## src/rtl/seven_seg_pkg.sv

```systemverilog
// Shared constants for the 7-segment scan decoder: segment patterns, enable codes,
// FSM encoding and small helpers for classifying enable codes.
package seven_seg_pkg;

    // Active-low a..g patterns, bit 6 = a, bit 0 = g.
    localparam logic [6:0] SEG_0 = 7'b0000001;
    localparam logic [6:0] SEG_1 = 7'b1001111;
    localparam logic [6:0] SEG_2 = 7'b0010010;
    localparam logic [6:0] SEG_3 = 7'b0000110;
    localparam logic [6:0] SEG_4 = 7'b1001100;
    localparam logic [6:0] SEG_5 = 7'b0100100;
    localparam logic [6:0] SEG_6 = 7'b0100000;
    localparam logic [6:0] SEG_7 = 7'b0001111;
    localparam logic [6:0] SEG_8 = 7'b0000000;
    localparam logic [6:0] SEG_9 = 7'b0000100;

    localparam logic [2:0] EN_ONES = 3'b011;
    localparam logic [2:0] EN_TENS = 3'b110;
    localparam logic [2:0] EN_HUND = 3'b101;

    typedef enum logic [1:0] {
        ST_WAIT   = 2'd0,
        ST_SETTLE = 2'd1,
        ST_HOLD   = 2'd2
    } state_t;

    function automatic logic code_valid(input logic [2:0] code);
        return (code == EN_ONES) || (code == EN_TENS) || (code == EN_HUND);
    endfunction

    // Slot index into the frame: 0 = ones, 1 = tens, 2 = hundreds.
    function automatic logic [1:0] code_slot(input logic [2:0] code);
        case (code)
            EN_TENS: return 2'd1;
            EN_HUND: return 2'd2;
            default: return 2'd0;
        endcase
    endfunction

endpackage

```

## src/rtl/seg7_to_bcd.sv

```systemverilog
// Combinational decode of an active-low a..g pattern back to a BCD digit.
module seg7_to_bcd
    import seven_seg_pkg::*;
(
    input  logic [6:0] seg,
    output logic       valid,
    output logic [3:0] digit
);

    always_comb begin
        valid = 1'b1;
        digit = 4'hF;
        case (seg)
            SEG_0:   digit = 4'd0;
            SEG_1:   digit = 4'd1;
            SEG_2:   digit = 4'd2;
            SEG_3:   digit = 4'd3;
            SEG_4:   digit = 4'd4;
            SEG_5:   digit = 4'd5;
            SEG_6:   digit = 4'd6;
            SEG_7:   digit = 4'd7;
            SEG_8:   digit = 4'd8;
            SEG_9:   digit = 4'd9;
            default: valid = 1'b0;
        endcase
    end

endmodule

```

## src/rtl/seven_seg_scan_decoder.sv

```systemverilog
// Receive side of the 3-digit multiplexed 7-segment interface: synchronizes ss/sse,
// captures one settled digit per enable phase and publishes complete 3-digit frames.
module seven_seg_scan_decoder
    import seven_seg_pkg::*;
#(
    parameter int unsigned SETTLE_CYCLES  = 16,
    parameter int unsigned TIMEOUT_CYCLES = 2000000,
    parameter bit          ENABLE_LAG     = 1'b1
) (
    input  logic        clk100m,
    input  logic        rst,
    input  logic [7:0]  ss,
    input  logic [2:0]  sse,
    output logic [11:0] bcd_out,
    output logic        frame_valid,
    output logic        frame_err,
    output logic        stalled
);

    logic [7:0]  ss_m, ss_s, ss_q;
    logic [2:0]  sse_m, sse_s, sse_q;
    logic [2:0]  last_code, prev_code;
    logic        last_ok, prev_ok;
    state_t      state, state_n;
    logic [31:0] stable_cnt, cnt_n;
    logic [31:0] idle_cnt;
    logic [11:0] digit_q;
    logic [2:0]  seen, seen_n, err, err_n;

    logic        sse_ok, sse_chg, ss_chg, valid_change;
    logic [2:0]  slot_code;
    logic        slot_ok;
    logic [1:0]  slot;
    logic        capture, stall_hit, frame_fire;
    logic        dec_ok;
    logic [3:0]  dec_digit;

    seg7_to_bcd u_dec (
        .seg   (ss_s[7:1]),
        .valid (dec_ok),
        .digit (dec_digit)
    );

    assign sse_ok       = code_valid(sse_s);
    assign sse_chg      = (sse_s != sse_q);
    assign ss_chg       = (ss_s != ss_q);
    assign valid_change = sse_ok && sse_chg;

    // With a registered driver the segments on screen belong to the previous digit.
    assign slot_code  = ENABLE_LAG ? prev_code : sse_s;
    assign slot_ok    = ENABLE_LAG ? prev_ok : 1'b1;
    assign slot       = code_slot(slot_code);

    assign stall_hit  = !valid_change && (idle_cnt == TIMEOUT_CYCLES - 1);
    assign frame_fire = (seen == 3'b111) && !stall_hit;

    always_comb begin
        state_n = state;
        cnt_n   = stable_cnt;
        capture = 1'b0;
        case (state)
            ST_WAIT: begin
                if (sse_ok) begin
                    state_n = ST_SETTLE;
                    cnt_n   = '0;
                end
            end
            ST_SETTLE: begin
                if (ss_chg || sse_chg) begin
                    cnt_n = '0;
                end else if (stable_cnt == SETTLE_CYCLES - 1) begin
                    capture = slot_ok;
                    state_n = ST_HOLD;
                end else begin
                    cnt_n = stable_cnt + 1;
                end
            end
            ST_HOLD: begin
                if (sse_chg) begin
                    state_n = ST_SETTLE;
                    cnt_n   = '0;
                end
            end
            default: state_n = ST_WAIT;
        endcase
        if (!sse_ok) begin
            state_n = ST_WAIT;
            cnt_n   = '0;
        end
    end

    // A capture landing in the frame or stall cycle survives into the fresh mask.
    always_comb begin
        seen_n = seen;
        err_n  = err;
        if (frame_fire || stall_hit) begin
            seen_n = '0;
            err_n  = '0;
        end
        if (capture) begin
            seen_n[slot] = 1'b1;
            err_n[slot]  = !dec_ok;
        end
    end

    always_ff @(posedge clk100m) begin
        if (rst) begin
            ss_m        <= '0;
            ss_s        <= '0;
            ss_q        <= '0;
            sse_m       <= '0;
            sse_s       <= '0;
            sse_q       <= '0;
            last_code   <= EN_ONES;
            last_ok     <= 1'b0;
            prev_code   <= EN_ONES;
            prev_ok     <= 1'b0;
            state       <= ST_WAIT;
            stable_cnt  <= '0;
            idle_cnt    <= '0;
            digit_q     <= '0;
            seen        <= '0;
            err         <= '0;
            bcd_out     <= '0;
            frame_valid <= 1'b0;
            frame_err   <= 1'b0;
            stalled     <= 1'b0;
        end else begin
            ss_m       <= ss;
            ss_s       <= ss_m;
            ss_q       <= ss_s;
            sse_m      <= sse;
            sse_s      <= sse_m;
            sse_q      <= sse_s;
            state      <= state_n;
            stable_cnt <= cnt_n;
            seen       <= seen_n;
            err        <= err_n;

            if (sse_ok) begin
                last_code <= sse_s;
                last_ok   <= 1'b1;
                if (last_ok && (sse_s != last_code)) begin
                    prev_code <= last_code;
                    prev_ok   <= 1'b1;
                end
            end

            if (capture) begin
                digit_q[{slot, 2'b00} +: 4] <= dec_ok ? dec_digit : 4'hF;
            end

            frame_valid <= frame_fire;
            if (frame_fire) begin
                bcd_out   <= digit_q;
                frame_err <= |err;
            end

            // Idle counter saturates at the timeout so stalled stays a clean level.
            if (valid_change) begin
                idle_cnt <= '0;
                stalled  <= 1'b0;
            end else if (idle_cnt != TIMEOUT_CYCLES) begin
                idle_cnt <= idle_cnt + 1;
                if (stall_hit) begin
                    stalled <= 1'b1;
                end
            end
        end
    end

endmodule

```

## config.mk

```make
export PLATFORM = sky130hd
export DESIGN_NAME = seven_seg_scan_decoder
export DESIGN_NICKNAME = d
export VERILOG_FILES = /design/src/rtl/seven_seg_pkg.sv /design/src/rtl/seg7_to_bcd.sv /design/src/rtl/seven_seg_scan_decoder.sv
export SDC_FILE = /design/constraint.sdc
export NUM_CORES = 1
export LEC_CHECK = 0
export BUFFER_PORTS_ARGS = -buffer_cell sky130_fd_sc_hd__buf_2
export CORE_MARGIN = 2
export CORE_UTILIZATION = 40
export CTS_BUF_LIST = sky130_fd_sc_hd__clkbuf_4 sky130_fd_sc_hd__clkbuf_8
export DETAILED_ROUTE_END_ITERATION = 10
export GPL_TIMING_DRIVEN = 0
export PLACE_DENSITY_LB_ADDON = 0.2
export SLEW_MARGIN = 40
export SYNTH_ARGS = -nofsm -noshare
export SYNTH_HDL_FRONTEND = slang
export SYNTH_HIERARCHICAL = 1
export SYNTH_SLANG_ARGS = --single-unit
```

## constraint.sdc

```tcl
create_clock -name clk100m -period 5.73 [get_ports clk100m]
set_input_delay 0.8595 -clock clk100m [delete_from_list [all_inputs] [get_ports clk100m]]
set_output_delay 0.8595 -clock clk100m [all_outputs]
set_load 0.03 [all_outputs]
```

After elaboration in Yosys (flattened, before gate mapping)
Index checks and enable logic that the tools add are counted.

storage, ports and cells
  flip-flop bits (word level) = 140
  bits of input ports = 13
  output and inout port bits = 15
  logic and storage cells = 102

operators by class
  $add $sub $neg = 3
  magnitude comparators = 2
  equality and inequality tests = 27
  shift operators = 2
  multiplexer cells = 23
  bitwise logic cells = 2
  reduce and logical (&&, ||, !) cells = 23

operators with widths
  kind                                                                       count
  32-bit 2-to-1 mux                                                          3
  32-bit one-hot mux with 3 select lines                                     1
  32-bit by 1-bit adder with 32-bit output, second input constant            2
  4-bit one-hot mux with 10 select lines                                     1
  32-bit by 21-bit equality test with 1-bit output, second input constant    1
  32-bit by 4-bit equality test with 1-bit output, second input constant     1
  32-bit by 21-bit inequality test with 1-bit output, second input constant  1
  3-bit equality test, second input constant                                 5
  7-bit by 3-bit equality test with 1-bit output, second input constant      2
  7-bit by 6-bit equality test with 1-bit output, second input constant      2
  7-bit equality test, second input constant                                 2
  12-bit bitwise mux                                                         1
  3-bit 2-to-1 mux                                                           4
  4-bit by 6-bit variable shift with 12-bit output, first input constant     1
  4-bit by 6-bit indexed part select with 12-bit output                      1
  10-bit OR reduction                                                        1
  8-bit inequality test                                                      1
  7-bit by 1-bit equality test with 1-bit output, second input constant      1
  7-bit by 4-bit equality test with 1-bit output, second input constant      1
  7-bit by 5-bit equality test with 1-bit output, second input constant      1
  7-bit zero test                                                            1
  2-bit 2-to-1 mux                                                           3
  2-bit inequality test, second input constant                               3
  3-bit inequality test                                                      2
  other kinds (24)                                                           40

Logic depth before layout (Yosys ltp)
  depth after elaboration = 12
  mapped depth = 9
  gate-level depth less buffers = 9

Modules after synthesis
Netlist, hierarchy kept.

modules (own cells, without submodules)
  module                  times used  cells each  area an instance (µm²)  seq. area each (µm²)
  seven_seg_scan_decoder  1           711         6,243.5                 2,802.7
  seg7_to_bcd             1           26          185.2                   0.0

Worst setup path after synthesis
Ideal clock, no wire load.

  path type = input -> register
  start = input rst
  end = register stable_cnt[29]
  setup time = 0.121 ns
  arrival = 2.065 ns
  setup slack = 3.544 ns
  stages on the path = 6
  cell sequence = clkbuf_1 -> nand2b_1 -> clkbuf_1 -> a2111oi_0 -> o21ai_0 -> o21ai_1

on the way
  cells in the longest elaborated chain, start to end = 1

ends and longest elaborated chain
  item                                 RTL line                       text
  from (decl)                          seven_seg_scan_decoder.sv:11   input logic rst,
  2-bit OR reduction (no source line)  --
  to (signal assigned)                 seven_seg_scan_decoder.sv:136  stable_cnt <= cnt_n;
  to (decl)                            seven_seg_scan_decoder.sv:25   logic [31:0] stable_cnt, cnt_n;

Every way passes these cells.
A chain may end at the register's enable or synchronous reset.

Worst setup path after layout
  start = register idle_cnt[1]
  end = register bcd_out[7]

on the way
  cells in the longest elaborated chain, start to end = 4

ends and longest elaborated chain
  item                                              RTL line                       text
  from (decl)                                       seven_seg_scan_decoder.sv:26   logic [31:0] idle_cnt;
  from (signal assigned)                            seven_seg_scan_decoder.sv:164  idle_cnt <= idle_cnt + 1;
  32-bit by 21-bit equality test with 1-bit output  seven_seg_scan_decoder.sv:54   assign stall_hit = !valid_change && (idle_cnt == TIMEOUT_CYCLES - 1);
  1-bit logical AND                                 seven_seg_scan_decoder.sv:54
  1-bit zero test                                   seven_seg_scan_decoder.sv:55   assign frame_fire = (seen == 3'b111) && !stall_hit;
  1-bit logical AND                                 seven_seg_scan_decoder.sv:55
  to (signal assigned)                              seven_seg_scan_decoder.sv:155  bcd_out <= digit_q;
  to (decl)                                         seven_seg_scan_decoder.sv:14   output logic [11:0] bcd_out,

Every way passes these cells.

==> metrics.txt <==
worst IR drop on VDD approximately 230 uV; Post-Syn Area between 6000 and 7000 um^2; Fin. Hold Viols 0; Initial Util about two fifths; Top Ports 28; syn nets roughly 760; final worst-path cycle share a little under half; clock buffer count from CTS 17; hold path start sse_m[2]; CTS Root Cell clkbuf_8; Die Wd approximately 130 um; antenna violations before repair 0; Final Max Slew Viols 0; YS warnings 6; DR DRC count 0; CTS Hold Bufs 0; vias between 5000 and 6000; crit path kind reg -> reg; filler instances roughly 1600; RSZ-0062 raised after global routing false; Final Setup Violations 0; internal power 1.429 mW; Mapped Cells between 700 and 800; headroom to the max-slew limit a little under half; layout cells sized above 1 between 10% and 20%; Antenna Nets Post-Route 0; CORE AREA 15770 um^2; CP max FO 10; multi-input logic area 3398 um^2; gr usage total between 10% and 20%; crit path launch type register; Max Fclk between 300 and 400 MHz; Primary FF master, synth dfxtp_1; Reg area ~2800 um^2; CTS tree yes; mean routed wirelength per cell between 10 and 15 um; num rows 46; Max Cap Viol 0; postcts setup bufs 0; antenna cells 0; R2R Setup Slk 3100 ps; R2R Path Start idle_cnt[1]; Layout Utilization 46.11%; Final #Nets approximately 800; Synth cell types 55; total clock sinks 140; Comb power frac between 4 and 5%; clock slew at reported path FFs roughly 90 ps; NetSw ~0.50 mW; height of the chip 130.8 um; drt pass-1 iters 5; P_leak 2.708 nW; Layout area overhead 13.12%; non-filler cells, final about 1000; Slew @ Worst Pin between 700 and 800 ps; final RePlAce weighted congestion ~0.84; Initial DRC Count 274; outcome complete, no violations; hold crit path type reg -> reg; first-pass GRT wire length between 20000 and 25000 um; pin count of the biggest net entering global routing 17; register area share after synthesis between 40% and 50%; total congestion overflow 0; Reg-to-Reg End bcd_out[7]; required time of the critical path just over 6000 ps; number of flops mapped to enable cells by yosys 0; Fin Setup TNS 0 ps; Die Footprint about 17000 um^2; CP arrival roughly 3000 ps; vias in the first global route roughly 5000; Clock Skews approximately 11 ps; Pwr Density around 270 nW/um^2; Clock Latency Late Sink roughly 450 ps; Clk pwr share 44.4%; Hold Crit Endpoint sse_s[2]; H-tree depth 4; Synth Register Bits 140; dpl hpwl just over 10000 um; drt via density between 5 and 6; Async SR Flop Fraction 0%; syn avg cell area around 8.7 um^2; Port Buffers 27; Sw Share between 20% and 30%; Reg power frac around 52%; drt total wl about 14000 um; Critical Path Sink Type register; WHS Path Cells 1; cells on worst reg2reg path 9; placed insts roughly 1000; number of gates resized after CTS 0; minimum clock period approximately 2600 ps; clk buf depth 2
-- stage by stage --
stage	cell area (um^2)	power [mW]	worst slack [ps]	hold slack (ps)
3_3_place_gp	6834	1.093	2949	416.8
4_1_cts	7266	1.959	3073	446.5
3_5_place_dp	6834	1.096	2858	423.7
5_1_grt	7272	2.008	2901	459.3
6_report	7272	1.929	3101	440.3
2_1_floorplan	6429	1.073	3544	413.8
-- metal layers --
metal  up-vias  track usage (%)  wire length (um)
li1       2679                -                 -
met1      2515            23.79              6950
met2       115            28.09              6648
met3        22            4.601               551
met4         0            6.758               235
met5         -                0                 0
-- power groups by stage --
stage	clock network (mW)	registers [mW]	logic [mW]
2_1_floorplan	0	1.01	0.0588
3_3_place_gp	0	1.02	0.0763
3_5_place_dp	0	1.02	0.0790
4_1_cts	0.886	0.994	0.0794
5_1_grt	0.922	0.996	0.0898
6_report	0.856	0.994	0.0795
-- layout by cell type, fill, tap and decap left out, types with 4 or more instances in the layout --
master | Yosys | layout
nor3_1 | 21 | 21
and3_1 | 15 | 15
nor2b_1 | 38 | 38
a21o_1 | 5 | 5
buf_4 | 6 | 6
nand3b_1 | 8 | 8
dfxtp_1 | 140 | 140
a31oi_1 | 4 | 4
a21oi_1 | 31 | 31
or3_1 | 4 | 4
o21ai_1 | 10 | 10
buf_2 | 4 | 31
o21ai_0 | 22 | 22
nor4_1 | 23 | 22
and4_1 | 5 | 5
inv_8 | 0 | 4
inv_6 | 0 | 5
and2_1 | 5 | 5
xor2_1 | 21 | 21
a22o_1 | 8 | 8
clkbuf_8 | 0 | 17
nand2_1 | 56 | 56
or4_1 | 5 | 5
mux2i_1 | 30 | 30
nand2b_1 | 19 | 19
nand4_1 | 22 | 22
xnor2_1 | 24 | 24
nand3_1 | 38 | 38
nor2_1 | 85 | 85
ha_1 | 9 | 9
inv_1 | 18 | 18
or2_2 | 6 | 6
clkbuf_1 | 18 | 18
-- worst max-delay path, stage by stage (launching register included) --
cell	delay (ps)
dfxtp_1	390
ha_1	180
and3_1	150
clkbuf_1	230
nand2_1	110
nor4_1	710
a21boi_2	290
buf_6	230
mux2i_1	160
nor2_1	50
-- flip-flops by register name (all words and copies together) (netlist names), 2 cells and up --
signal / cells
bcd_out: 12
digit_q: 12
err: 3
idle_cnt: 32
last_code: 3
prev_code: 3
seen: 3
ss_m: 8
ss_q: 8
ss_s: 8
sse_m: 3
sse_q: 3
sse_s: 3
stable_cnt: 32
state: 2
-- synthesized netlist by cell type (all sizes together) (2+ instances only) --
master	number	area [um^2]
dfxtp	140	2803
nor2	86	339.1
nand2	56	210.2
nand3	39	200.2
nor2b	39	246.5
o21ai	32	160.2
a21oi	31	155.2
mux2i	30	300.3
xnor2	24	210.2
nor3	23	131.4
nor4	23	143.9
nand4	22	137.6
xor2	21	183.9
nand2b	19	118.9
clkbuf	18	67.56
inv	18	67.56
and3	15	93.84
buf	13	98.84
ha	9	112.6
a22o	8	70.07
nand3b	8	60.06
or2	6	37.54
a21o	5	37.54
a31oi	5	46.29
and2	5	31.28
and4	5	43.79
or4	5	37.54
or3	4	25.02
a211o	3	26.28
a211oi	3	27.52
a41oi	3	26.28
o31ai	3	22.52
or3b	3	26.28
a2111oi	2	17.52
nor4bb	2	20.02
-- cell type report --
| type | count | area share, % |
|---|---|---|
| buffer | 31 | 2.288 |
| clock buffer | 17 | 3.217 |
| clock inverter | 15 | 2.719 |
| inverter | 18 | 0.9291 |
| multi-input combinational | 548 | 46.73 |
| sequential | 140 | 38.54 |
| tap | 216 | 3.716 |
| timing repair buffer | 27 | 1.858 |
-- cell families (layout without fill, tap and decap cells) --
group | Yosys count | count (layout) | synth area share, %
buf+inv | 49 | 108 | 3.639
compound gates | 101 | 101 | 10.20
xor+xnor | 45 | 45 | 6.131
simple gates | 363 | 363 | 30.01
fa+ha+maj | 9 | 9 | 1.752
mux | 30 | 30 | 4.671
flops | 140 | 140 | 43.60
-- how the worst max path moves through the flow --
stage / start / cells after the start / to
detailed placement: rst / 7 / stable_cnt[29]
floorplan: rst / 6 / stable_cnt[29]
global placement: rst / 7 / stable_cnt[29]
global route: idle_cnt[1] / 9 / bcd_out[8]
finish: idle_cnt[1] / 9 / bcd_out[7]
CTS: idle_cnt[1] / 9 / bcd_out[7]
Note: power is estimated with default switching activity, not from simulation.
